### src/rtl/wb_master_pkg.sv
// Shared types for the Wishbone command master: completion status codes,
// FSM states and counter sizing.
package wb_master_pkg;

  typedef enum logic [1:0] {
    WB_OK            = 2'b00,
    WB_ERR           = 2'b01,
    WB_TIMEOUT       = 2'b10,
    WB_RTY_EXHAUSTED = 2'b11
  } wb_status_e;

  typedef enum logic [1:0] {
    IDLE,
    BUS,
    BACKOFF,
    RESP
  } wb_mst_state_e;

  // Bits needed to count from 0 up to maxval inclusive, never less than one.
  function automatic int unsigned cnt_width(input int unsigned maxval);
    return (maxval < 1) ? 1 : $clog2(maxval + 1);
  endfunction

endpackage

### src/rtl/wb_cmd_master.sv
// Wishbone B3 classic single-transfer master: one command in, one bus cycle
// (with RTY reissue and timeout), one status response out.
module wb_cmd_master
  import wb_master_pkg::*;
#(
  parameter int unsigned AW        = 32,
  parameter int unsigned DW        = 32,
  parameter int unsigned TIMEOUT   = 255,
  parameter int unsigned MAX_RETRY = 3
) (
  input  logic            CLK_I,
  input  logic            RST_I,
  input  logic            cmd_valid_i,
  output logic            cmd_ready_o,
  input  logic            cmd_we_i,
  input  logic [AW-1:0]   cmd_adr_i,
  input  logic [DW-1:0]   cmd_dat_i,
  input  logic [DW/8-1:0] cmd_sel_i,
  output logic            rsp_valid_o,
  input  logic            rsp_ready_i,
  output logic [DW-1:0]   rsp_dat_o,
  output logic [1:0]      rsp_status_o,
  output logic [AW-1:0]   ADR_O,
  output logic [DW-1:0]   DAT_O,
  input  logic [DW-1:0]   DAT_I,
  output logic [DW/8-1:0] SEL_O,
  output logic            WE_O,
  output logic            CYC_O,
  output logic            STB_O,
  input  logic            ACK_I,
  input  logic            ERR_I,
  input  logic            RTY_I
);

  localparam int unsigned SW  = DW / 8;
  localparam int unsigned WCW = cnt_width(TIMEOUT);
  localparam int unsigned RCW = cnt_width(MAX_RETRY);
  localparam logic [WCW-1:0] WAIT_LAST = WCW'(TIMEOUT - 1);
  localparam logic [WCW-1:0] WAIT_MAX  = '1;
  localparam logic [RCW-1:0] RETRY_MAX = RCW'(MAX_RETRY);

  wb_mst_state_e   state_q, state_d;
  wb_status_e      status_q, status_d;
  logic [WCW-1:0]  wait_q, wait_d;
  logic [RCW-1:0]  retry_q, retry_d;
  logic            cmd_ready_d, rsp_valid_d, we_d, cyc_d, stb_d;
  logic [DW-1:0]   rsp_dat_d, dat_d;
  logic [AW-1:0]   adr_d;
  logic [SW-1:0]   sel_d;

  assign rsp_status_o = status_q;

  always_comb begin
    state_d     = state_q;
    status_d    = status_q;
    wait_d      = wait_q;
    retry_d     = retry_q;
    cmd_ready_d = cmd_ready_o;
    rsp_valid_d = rsp_valid_o;
    rsp_dat_d   = rsp_dat_o;
    adr_d       = ADR_O;
    dat_d       = DAT_O;
    sel_d       = SEL_O;
    we_d        = WE_O;
    cyc_d       = CYC_O;
    stb_d       = STB_O;
    case (state_q)
      IDLE: begin
        cmd_ready_d = 1'b1;
        if (cmd_valid_i && cmd_ready_o) begin
          adr_d       = cmd_adr_i;
          dat_d       = cmd_dat_i;
          sel_d       = cmd_sel_i;
          we_d        = cmd_we_i;
          cyc_d       = 1'b1;
          stb_d       = 1'b1;
          wait_d      = '0;
          retry_d     = '0;
          cmd_ready_d = 1'b0;
          state_d     = BUS;
        end
      end
      BUS: begin
        // Terminations are tested ahead of the timeout so a late ACK still wins.
        if (ERR_I || ACK_I || (RTY_I && retry_q == RETRY_MAX)) begin
          cyc_d       = 1'b0;
          stb_d       = 1'b0;
          rsp_valid_d = 1'b1;
          rsp_dat_d   = '0;
          state_d     = RESP;
          if (ERR_I) begin
            status_d = WB_ERR;
          end else if (ACK_I) begin
            status_d  = WB_OK;
            rsp_dat_d = WE_O ? '0 : DAT_I;
          end else begin
            status_d = WB_RTY_EXHAUSTED;
          end
        end else if (RTY_I) begin
          cyc_d   = 1'b0;
          stb_d   = 1'b0;
          retry_d = retry_q + RCW'(1);
          wait_d  = '0;
          state_d = BACKOFF;
        end else begin
          if (wait_q != WAIT_MAX) wait_d = wait_q + WCW'(1);
          if (TIMEOUT != 0 && wait_q == WAIT_LAST) begin
            cyc_d       = 1'b0;
            stb_d       = 1'b0;
            rsp_valid_d = 1'b1;
            rsp_dat_d   = '0;
            status_d    = WB_TIMEOUT;
            state_d     = RESP;
          end
        end
      end
      BACKOFF: begin
        cyc_d   = 1'b1;
        stb_d   = 1'b1;
        state_d = BUS;
      end
      RESP: begin
        if (rsp_ready_i) begin
          rsp_valid_d = 1'b0;
          cmd_ready_d = 1'b1;
          state_d     = IDLE;
        end
      end
      default: state_d = IDLE;
    endcase
  end

  always_ff @(posedge CLK_I or negedge RST_I) begin
    if (!RST_I) begin
      state_q     <= IDLE;
      status_q    <= WB_OK;
      wait_q      <= '0;
      retry_q     <= '0;
      cmd_ready_o <= 1'b0;
      rsp_valid_o <= 1'b0;
      rsp_dat_o   <= '0;
      ADR_O       <= '0;
      DAT_O       <= '0;
      SEL_O       <= '0;
      WE_O        <= 1'b0;
      CYC_O       <= 1'b0;
      STB_O       <= 1'b0;
    end else begin
      state_q     <= state_d;
      status_q    <= status_d;
      wait_q      <= wait_d;
      retry_q     <= retry_d;
      cmd_ready_o <= cmd_ready_d;
      rsp_valid_o <= rsp_valid_d;
      rsp_dat_o   <= rsp_dat_d;
      ADR_O       <= adr_d;
      DAT_O       <= dat_d;
      SEL_O       <= sel_d;
      WE_O        <= we_d;
      CYC_O       <= cyc_d;
      STB_O       <= stb_d;
    end
  end

endmodule

### config.mk
export PLATFORM = sky130hd
export DESIGN_NAME = wb_cmd_master
export DESIGN_NICKNAME = d
export VERILOG_FILES = /design/src/rtl/wb_master_pkg.sv /design/src/rtl/wb_cmd_master.sv
export SDC_FILE = /design/constraint.sdc
export NUM_CORES = 1
export LEC_CHECK = 0
export BUFFER_PORTS_ARGS = -buffer_cell sky130_fd_sc_hd__buf_2
export CAP_MARGIN = 20
export CORE_MARGIN = 2
export CORE_UTILIZATION = 40
export CTS_BUF_LIST = sky130_fd_sc_hd__clkbuf_16
export CTS_CLUSTER_SIZE = 28
export DETAILED_ROUTE_END_ITERATION = 16
export GPL_TIMING_DRIVEN = 0
export PLACE_DENSITY_LB_ADDON = 0.08
export SETUP_SLACK_MARGIN = 0.15
export SYNTH_ARGS = -nofsm -noshare
export SYNTH_HDL_FRONTEND = slang
export SYNTH_SLANG_ARGS = --single-unit
### constraint.sdc
create_clock -name CLK_I -period 1.7 [get_ports CLK_I]
set_input_delay 0.085 -clock CLK_I [delete_from_list [all_inputs] [get_ports CLK_I]]
set_output_delay 0.085 -clock CLK_I [all_outputs]
set_load 0.02 [all_outputs]
==> impl_results.md, run 1 <==
* Slew margin rel. at 69.6%
* Std cell rows at 40
* Boundary Pins at 215
* CP max FO at 6
* All-Layer GR Usage at 23.1%
* CTS Root Cell: clkbuf_16
* Die area at 0.0132 mm^2
* Final number of hold-violating endpoints at 0
* Pre-Repair DR Iteration Count at 4
* Worst min-delay path category: in -> reg
* Yosys top cell area share at 59.9%
* Vias per inst at 4.74
* Placement Cell Area at 0.00628 mm^2
* Post-synth top area cell: dfrtp_1
* Max Fclk at 577 MHz
* Buf+Inv Stages, Crit Path at 3
* Synth Flop Type: dfrtp_1
* Worst Path Arrival at 2020 ps
* Slowest cell on the critical path: dfrtp_1
* IO Port Bufs at 214
* Count of pins over their slew limit at 0
* DIE HEIGHT at 115 um
* RSZ-0062 raised after global routing: true
* Warnings from Yosys at 0
* Starting DRT DRC Count at 218
* P_leak at 4.41 nW
* Worst path max stage delay at 390 ps
* Cells along the critical path: buf_6 -> and4bb_2 -> buf_6 -> buf_4 -> a21oi_2 -> o31ai_2 -> a21oi_2
* Worst setup margin at -33.8 ps
* Final instance area at 0.00881 mm^2
* Gr ovfl total at 0
* Synth top area cells: dfrtp_1, mux2_2, mux2i_1
* Routability cong. at 0.770
* Via Count at 4320
* Sw Share at 35.9%
* Antenna violations before repair at 0
* Layout cells sized above 1 at 51.6%
* Initial Utilization at 41.0%
* Vias in the first global route at 4651
* Hold depth at 3
* Min Hold Slack at 36.8 ps
* Startpoint Class: flop
* CTS buffer count at 17
* Tmin final at 1730 ps
* CTS Buffer Depth at 2
* Max cap viols at 0
* Reg power frac at 31.2%
* Distinct cells, synth at 38
* Core footprint at 0.0120 mm^2
* Crit end category: flop
* Status: complete, but fails checks
* Levels on crit path at 7
* Mapped cell area at 0.00493 mm^2
* Width of the chip at 115 um
* Max VDD drop at 1160 uV
* WP data required at 1980 ps
* Final setup fails at 18
* Htree depth at 4
* Avg WL per Cell at 16.2 um
* Syn-to-layout area delta at 78.7%
* Overall Power at 0.0151 W
* Fillers at 795
* Kind of critical path: reg -> reg
* Syn nets at 492
* Avg Synthesized Cell Area at 12.9 um^2
* Reg clk slew, reported paths at 50 ps
* Worst-margin pin slew at 456 ps
* CTS tree: done
* Seq cells post-synth at 118
* Internal at 0.00965 W
* Most frequent cells in the layout: buf_2, dfrtp_1, dlygate4sd3_1
* Clk_skew at 5.39 ps
* Clk Latency, worst-skew pair at 410 ps
* Antenna Violating Nets Remaining at 0
* Fin nets at 862
* Asr flop ratio synth at 100%
* Clock Power Share at 22.0%
* Post-synthesis sequential area ratio at 59.9%
* TNS Setup at -244 ps
* NetSw at 0.00541 W
* Detail Placement HPWL at 8640 um
* Tcrit/Tclk final at 102%
* CTS Sinks at 118
* Largest net degree at the start of global routing at 82
* Reg2Reg Depth at 7
* Post-synth EDFFs at 0
* First-pass GRT wire length at 23500 um
* Delay-heaviest family, CP: buffers and inverters
* Ant diodes at 0
* Drt drc at 0
* Commonest non-fill, non-tap cell in the layout: buf_2
* Drt total wl at 14800 um
* Syn Inst Count at 381
* Pwr per Cell Area at 1710 mW/mm^2
* Failing checks: negative setup slack
* Logic pwr share at 46.8%
## cell usage after synthesis, drive strengths merged, types with 2 or more instances
master  number
o31ai       10
inv         34
nand2b       3
o21ai        8
o21bai       2
nor2         7
mux2        71
or4          2
nand3        6
nand4        2
clkbuf       4
buf         16
nand2       39
dfrtp      118
ha           3
a21oi        6
mux2i       34
or2          2
## stage by stage
stage | worst slack [ps] | instances | utilization, %
6_report | -33.8 | 911 | 73.3
5_1_grt | -103 | 911 | 73.3
4_1_cts | -26.0 | 907 | 72.2
3_5_place_dp | -141 | 743 | 52.3
3_3_place_gp | -964 | 742 | 52.0
2_1_floorplan | 84.8 | 381 | -
## area by class of cell
type                       count  area (um^2)  area share [%]
timing repair buffer         350         2600            29.5
inverter                      34          128            1.45
clock inverter                15          123            1.39
tap                          147          184            2.09
multi-input combinational    210         2130            24.2
sequential                   118         2960            33.6
clock buffer                  17          425            4.83
buffer                        20          264            3.00
## kinds of logic after synthesis
kind of cell	after synthesis	share of synthesized area [%]
buffers and inverters	54	4.82
flip-flops	118	59.9
adder cells (fa/ha/maj)	3	0.762
AO/OA/AOI/OAI	32	4.77
multiplexers	105	23.1
AND/OR/NAND/NOR	69	6.60
## registers in the layout (all words and copies together), names as in the netlist
signal and cells:
ADR_O 32, DAT_O 32, SEL_O 4, STB_O 1, WE_O 1, cmd_ready_o 1, retry_q 2, rsp_dat_o 32
rsp_status_o 2, rsp_valid_o 1, state_q 2, wait_q 8
## tightest hold or removal path, cell delays in order
cell	delay, ps
buf_2	90
a21oi_1	100
o2bb2ai_2	130
## final timing paths
check	startpoint	endpoint	slack (ps)
max in group asynchronous	RST_I	wait_q[4]	820
worst min-delay path	cmd_valid_i	STB_O	40
worst max-delay path	state_q[1]	wait_q[3]	-30
worst max register to register	state_q[1]	wait_q[3]	-30
worst min register to register	rsp_valid_o	rsp_valid_o	500
min in group asynchronous	RST_I	rsp_dat_o[2]	140
## power by group through the flow
stage / logic [W] / registers, W / clock network, W
floorplan: 0.00210 / 0.00602 / 0
global placement: 0.00529 / 0.00457 / 0
detailed placement: 0.00537 / 0.00462 / 0
CTS: 0.00694 / 0.00464 / 0.00337
global route: 0.00749 / 0.00484 / 0.00352
finish: 0.00705 / 0.00470 / 0.00331
## metal layers
| layer | vias up | global-route usage (%) | wire (um) |
|---|---|---|---|
| li1 | 2044 | - | - |
| met1 | 2077 | 26.6 | 5940 |
| met2 | 172 | 39.7 | 7490 |
| met3 | 27 | 6.96 | 1000 |
| met4 | 0 | 10.4 | 336 |
| met5 | - | 0 | 0 |
## repair_timing
action | 4_1_cts | 5_1_grt
hold buffers | 103 | 0
pin swaps | 7 | 6
gates cloned | 10 | 1
endpoints found under the setup margin | 115 | 117
setup buffers | 19 | 3
resized for setup | 121 | 19
hold endpoints to repair | 139 | 0
No activity file was read; power rests on OpenSTA's default activity.
==> run 2, diff against run 1 <==
- clock period: 1.7 -> 1.9 ns (I/O delays scaled with it)
==> run 2 against run 1 <==
Compared with the run above:
- the run now ends clean
- total power is 17% lower
- cell area shrank 7.0%
- via count down 1.3%
- routed wire length shrank 5.1%
- maximum frequency fell by 2.4%
- critical endpoint is now rsp_status_o[0]
- largest cell class unchanged
==> impl_results.md, run 2 (synthesized netlist as in run 1, its figures left out) <==
* Initial Utilization at 41.0% (unchanged)
* Boundary Pins at 215 (unchanged)
* First-pass GRT wire length at 21700 um (was 23500 um)
* DIE HEIGHT at 115 um (unchanged)
* Reg2reg start: wait_q[0] (was state_q[1])
* Clk_skew at 5.44 ps (was 5.39 ps)
* Slew margin rel. at 64.1% (was 69.6%)
* Final Non-Filler Cells at 894 (was 911)
* Min Hold Slack at 46.1 ps (was 36.8 ps)
* Clock Power Share at 23.6% (was 22.0%)
* NetSw at 0.00458 W (was 0.00541 W)
* Vias in the first global route at 4411 (was 4651)
* Worst path max stage delay at 440 ps (was 390 ps)
* CTS tree: done (unchanged)
* Fin nets at 847 (was 862)
* Count of pins over their slew limit at 0 (unchanged)
* Worst min-delay path category: in -> reg (unchanged)
* CTS Root Cell: clkbuf_16 (unchanged)
* Largest net degree at the start of global routing at 64 (was 82)
* Detail Placement HPWL at 8750 um (was 8640 um)
* CTS Sinks at 118 (unchanged)
* Commonest non-fill, non-tap cell in the layout: buf_2 (unchanged)
* Hold path startpoint: cmd_valid_i (unchanged)
* Worst setup path start: wait_q[0] (was state_q[1])
* RSZ-0062 raised after global routing: true (unchanged)
* Pre-CTS setup slack at -56.1 ps (was -141 ps)
* Layout cells sized above 1 at 49.3% (was 51.6%)
* Kind of critical path: reg -> reg (unchanged)
* Reg power frac at 33.2% (was 31.2%)
* Most frequent cells in the layout: buf_2, dfrtp_1, dlygate4sd3_1 (unchanged)
* Status: complete, no violations (was complete, but fails checks)
* Width of the chip at 115 um (unchanged)
* P_leak at 4.07 nW (was 4.41 nW)
* Reg clk slew, reported paths at 50 ps (about the same)
* Pre-Repair DR Iteration Count at 4 (unchanged)
* Internal at 0.00794 W (was 0.00965 W)
* Startpoint Class: flop (unchanged)
* Crit end category: flop (unchanged)
* Final number of hold-violating endpoints at 0 (unchanged)
* Logic pwr share at 43.3% (was 46.8%)
* Die area at 0.0132 mm^2 (unchanged)
* Worst setup margin at 124 ps (was -33.8 ps)
* Via Count at 4262 (was 4320)
* Pwr per Cell Area at 1530 mW/mm^2 (was 1710 mW/mm^2)
* Max cap viols at 0 (unchanged)
* Max VDD drop at 932 uV (was 1160 uV)
* Core footprint at 0.0120 mm^2 (unchanged)
* IO Port Bufs at 214 (unchanged)
* Worst Path Arrival at 2060 ps (was 2020 ps)
* Slowest cell on the critical path: dfrtp_2 (was dfrtp_1)
* CTS buffer count at 17 (unchanged)
* Antenna violations before repair at 0 (unchanged)
* Std cell rows at 40 (unchanged)
* Starting DRT DRC Count at 102 (was 218)
* CTS Buffer Depth at 2 (unchanged)
* Ant diodes at 0 (unchanged)
* CP max FO at 7 (was 6)
* Placement Cell Area at 0.00623 mm^2 (was 0.00628 mm^2)
* Syn-to-layout area delta at 66.1% (was 78.7%)
* Largest regs: ADR_O (32), DAT_O (32), rsp_dat_o (32) (unchanged)
* Drt total wl at 14000 um (was 14800 um)
* Cells along the critical path: inv_1 -> ha_1 -> nand3_1 -> o31ai_2 -> nand2_2 -> buf_12 -> mux2_1 (was buf_6 -> and4bb_2 -> buf_6 -> buf_4 -> a21oi_2 -> o31ai_2 -> a21oi_2)
* Vias per inst at 4.77 (was 4.74)
* Final setup fails at 0 (was 18)
* All-Layer GR Usage at 21.3% (was 23.1%)
* Dpl cells at 743 (unchanged)
* Routability cong. at 0.763 (was 0.770)
* Gr ovfl total at 0 (unchanged)
* Htree depth at 4 (unchanged)
* Clk Latency, worst-skew pair at 410 ps (about the same)
* Final instance area at 0.00819 mm^2 (was 0.00881 mm^2)
* Drt drc at 0 (unchanged)
* WP data required at 2180 ps (was 1980 ps)
* Antenna Violating Nets Remaining at 0 (unchanged)
* Tmin final at 1780 ps (was 1730 ps)
* Tcrit/Tclk final at 93.5% (was 102%)
* Worst-margin pin slew at 538 ps (was 456 ps)
* Overall Power at 0.0125 W (was 0.0151 W)
* Max Fclk at 563 MHz (was 577 MHz)
* Sw Share at 36.6% (was 35.9%)
* Avg WL per Cell at 15.7 um (was 16.2 um)
## run 2: worst max-delay path: cells and delay by family, from the launching register on
kind / cells / cell delay [ps]
AND/OR/NAND/NOR: 2 / 270
AO/OA/AOI/OAI: 1 / 250
buffers and inverters: 2 / 250
flip-flops: 1 / 440
multiplexers: 1 / 300
adder cells (fa/ha/maj): 1 / 130
## run 2: final cells by class
class                      count  area (um^2)
clock inverter                13          116
fill                         895         3820
multi-input combinational    209         1850
inverter                      34          128
clock buffer                  17          425
timing repair buffer         336         2340
sequential                   118         2960
buffer                        20          191
tap                          147          184
## run 2: through the flow
step | utilization [%] | setup TNS, ps
6_report | 68.2 | 0
5_1_grt | 68.2 | 0
4_1_cts | 66.5 | 0
3_5_place_dp | 51.8 | -130
3_3_place_gp | 51.6 | -92100
2_1_floorplan | - | 0
## run 2: path summary, 6_finish.rpt
kind	to	slack (ps)	cells past startpoint
worst min register to register	rsp_valid_o	470	2
worst max register to register	rsp_status_o[0]	120	7
max in group asynchronous	wait_q[0]	990	3
min in group asynchronous	rsp_dat_o[8]	210	2
worst min-delay path	STB_O	50	3
worst max-delay path	rsp_status_o[0]	120	7
## run 2: power groups by stage
stage / Clock (W) / Combinational (W) / Sequential (W)
after floorplan: 0 / 0.00180 / 0.00539
after global placement: 0 / 0.00467 / 0.00409
after detailed placement: 0 / 0.00474 / 0.00414
after CTS: 0.00302 / 0.00519 / 0.00413
after global routing: 0.00314 / 0.00578 / 0.00429
final: 0.00295 / 0.00542 / 0.00416
## run 2: what timing repair did
item | 4_1_cts | 5_1_grt
setup endpoints to repair | 81 | 109
setup buffers | 7 | 8
pin swaps | 9 | 5
hold buffers | 103 | 0
hold endpoints to repair | 157 | 0
gates resized for setup | 19 | 36
gates cloned | 2 | 1
## run 2: metal layers
metal	up-vias	GRT usage (%)	routed length, um
met5	-	0	0
met4	0	8.76	332
met3	25	7.38	1060
met2	168	36.7	7080
met1	2066	24.2	5530
li1	2003	-	-
==> run 3, diff against run 2 <==
- CELL_PAD_IN_SITES_DETAIL_PLACEMENT: default -> 2
- CELL_PAD_IN_SITES_GLOBAL_PLACEMENT: default -> 2
- CORE_UTILIZATION: 40 -> 29
==> run 3 against run 2 <==
Compared with the run above:
- worst hold slack better by 8.4 ps
- core utilization decreased by 18 points
- sequential power up 1%
- total power up 2.7%
- routed wire length increased by 30%
- non-clock buffer count is 2 higher
- cell area rose by 2.0%
- critical path type unchanged
- highest routed layer unchanged
==> impl_results.md, run 3 (synthesized netlist as in run 1, its figures left out) <==
* Pwr per Cell Area at 1540 mW/mm^2 (was 1530 mW/mm^2)
* Gr ovfl total at 0 (unchanged)
* Reg2Reg Capture Point: wait_q[4] (was rsp_status_o[0])
* Worst setup margin at 143 ps (was 124 ps)
* Crit end category: flop (unchanged)
* Largest net degree at the start of global routing at 64 (unchanged)
* RSZ-0062 raised after global routing: true (unchanged)
* Worst min-delay path category: in -> reg (unchanged)
* Worst Path Arrival at 2070 ps (was 2060 ps)
* Via Count at 4387 (was 4262)
* DIE HEIGHT at 134 um (was 115 um)
* Clk_skew at 9.86 ps (was 5.44 ps)
* Antenna violations before repair at 0 (unchanged)
* Std cell rows at 47 (was 40)
* Final instance area at 0.00835 mm^2 (was 0.00819 mm^2)
* Hold depth at 3 (unchanged)
* CTS buffer count at 17 (unchanged)
* Met1 wire length at 7000 um (was 5530 um)
* Hold path startpoint: cmd_valid_i (unchanged)
* Status: complete, no violations (unchanged)
* Htree depth at 4 (unchanged)
* Width of the chip at 134 um (was 115 um)
* Tmin final at 1760 ps (was 1780 ps)
* CP max FO at 5 (was 7)
* Final Non-Filler Cells at 972 (was 894)
* Syn-to-layout area delta at 69.4% (was 66.1%)
* Detail Placement HPWL at 10900 um (was 8750 um)
* All-Layer GR Usage at 20.6% (was 21.3%)
* Slew margin rel. at 61.1% (was 64.1%)
* Dpl cells at 816 (was 743)
* WP data required at 2220 ps (was 2180 ps)
* Fin nets at 850 (was 847)
* Antenna Violating Nets Remaining at 0 (unchanged)
* Reg2Reg Depth at 6 (was 7)
* CTS Root Cell: clkbuf_16 (unchanged)
* Fillers at 1690 (was 895)
* Reg power frac at 32.7% (was 33.2%)
* IO Port Bufs at 214 (unchanged)
* Wire length on met3 at 965 um (was 1060 um)
* Starting DRT DRC Count at 72 (was 102)
* Core footprint at 0.0166 mm^2 (was 0.0120 mm^2)
* Tcrit/Tclk final at 92.5% (was 93.5%)
* Final number of hold-violating endpoints at 0 (unchanged)
* Clk Latency, worst-skew pair at 410 ps (about the same)
* Vias in the first global route at 5170 (was 4411)
* CTS Buffer Depth at 2 (unchanged)
* Vias per inst at 4.51 (was 4.77)
* First-pass GRT wire length at 28400 um (was 21700 um)
* CTS Sinks at 118 (unchanged)
* Logic pwr share at 42.6% (was 43.3%)
* Most frequent cells in the layout: buf_2, dfrtp_1, dlygate4sd3_1 (unchanged)
* Reg2reg start: retry_q[0] (was wait_q[0])
* Ant diodes at 0 (unchanged)
* Largest regs: ADR_O (32), DAT_O (32), rsp_dat_o (32) (unchanged)
* Layout cells sized above 1 at 51.1% (was 49.3%)
* Uppermost layer routed: met4 (unchanged)
* Drt drc at 0 (unchanged)
* CTS tree: done (unchanged)
* Die area at 0.0181 mm^2 (was 0.0132 mm^2)
* Max cap viols at 0 (unchanged)
* Sw Share at 38.7% (was 36.6%)
* Avg WL per Cell at 18.7 um (was 15.7 um)
* Pre-CTS setup slack at -114 ps (was -56.1 ps)
* Max VDD drop at 699 uV (was 932 uV)
* Startpoint Class: flop (unchanged)
* Clock Power Share at 24.7% (was 23.6%)
* P_leak at 4.07 nW (about the same)
* Sink of the worst hold path: state_q[0] (was STB_O)
* R2R setup slack at 140 ps (was 120 ps)
* Routability cong. at 0.699 (was 0.763)
* WL met2 at 9870 um (was 7080 um)
* Initial Utilization at 29.7% (was 41.0%)
* Internal at 0.00788 W (was 0.00794 W)
* Reg clk slew, reported paths at 60 ps (was 50 ps)
* Placement Cell Area at 0.00632 mm^2 (was 0.00623 mm^2)
* Commonest non-fill, non-tap cell in the layout: buf_2 (unchanged)
* Boundary Pins at 215 (unchanged)
* Drt total wl at 18200 um (was 14000 um)
* Final setup fails at 0 (unchanged)
* Pre-Repair DR Iteration Count at 4 (unchanged)
* Worst-margin pin slew at 584 ps (was 538 ps)
* Count of pins over their slew limit at 0 (unchanged)
* NetSw at 0.00498 W (was 0.00458 W)
* Max Fclk at 569 MHz (was 563 MHz)
* Min Hold Slack at 54.5 ps (was 46.1 ps)
* Kind of critical path: reg -> reg (unchanged)
run 3: changes by cell type in the layout (fill, tap and decap cells not counted), sizes merged:
cell / before / now
a21oi: 6 / 7
buf: 248 / 252
bufbuf: 1 / 0
clkbuf: 21 / 20
clkinv: 9 / 6
clkinvlp: 2 / 6
inv: 34 / 35
run 3: layout make-up:
cell class / count / area (um^2) / area share, %
inverters: 34 / 128 / 1.53
clock buffers: 17 / 425 / 5.10
well taps: 220 / 275 / 3.30
repair buffers: 338 / 2320 / 27.8
plain buffers: 20 / 201 / 2.41
multi-input cells: 210 / 1880 / 22.5
clock inverters: 15 / 158 / 1.89
flip-flops and latches: 118 / 2960 / 35.4
run 3: through the flow:
stage / util [%] / TNS (ps) / power (W)
after floorplan: - / 0 / 0.00719
after global placement: 37.9 / -112570 / 0.00882
after detailed placement: 38.1 / -2630 / 0.00904
after CTS: 49.3 / 0 / 0.0127
after global routing: 50.3 / 0 / 0.0136
final: 50.3 / 0 / 0.0129
run 3: worst max-delay path, stage by stage (launching register included):
cell,delay (ps)
dfrtp_1,380
ha_2,210
a211oi_4,240
buf_6,140
a21oi_4,80
or3_4,430
o31ai_2,180
run 3: worst max-delay path by stage:
stage                          start        end  slack [ps]  depth (start not counted)
after floorplan           retry_q[0]  wait_q[5]         170                          5
after global placement         RST_I  DAT_O[24]        -960                          1
after detailed placement  retry_q[0]  wait_q[6]        -110                          6
after CTS                 retry_q[0]  wait_q[6]          80                          7
after global routing      state_q[0]  wait_q[2]          70                          7
final                     retry_q[0]  wait_q[4]         140                          6
run 3: routing by layer:
layer / GRT usage (%) / up-vias
met2: 37.8 / 132
met5: 0 / -
met3: 6.16 / 24
met4: 6.32 / 0
met1: 22.9 / 2202
li1: - / 2029
run 3: timing repair:
| item | in CTS | in global routing |
|---|---|---|
| pin swaps | 6 | 9 |
| resized for setup | 34 | 26 |
| setup buffers | 9 | 9 |
| hold endpoints to repair | 157 | 0 |
| gates cloned | 2 | 1 |
| hold buffers | 103 | 0 |
| setup endpoints to repair | 111 | 113 |
run 3: power groups by stage:
stage | logic, W | registers, W | clock network (W)
final | 0.00548 | 0.00421 | 0.00317
after global routing | 0.00589 | 0.00435 | 0.00336
after CTS | 0.00529 | 0.00417 | 0.00326
after detailed placement | 0.00486 | 0.00418 | 0
after global placement | 0.00473 | 0.00410 | 0
after floorplan | 0.00180 | 0.00539 | 0
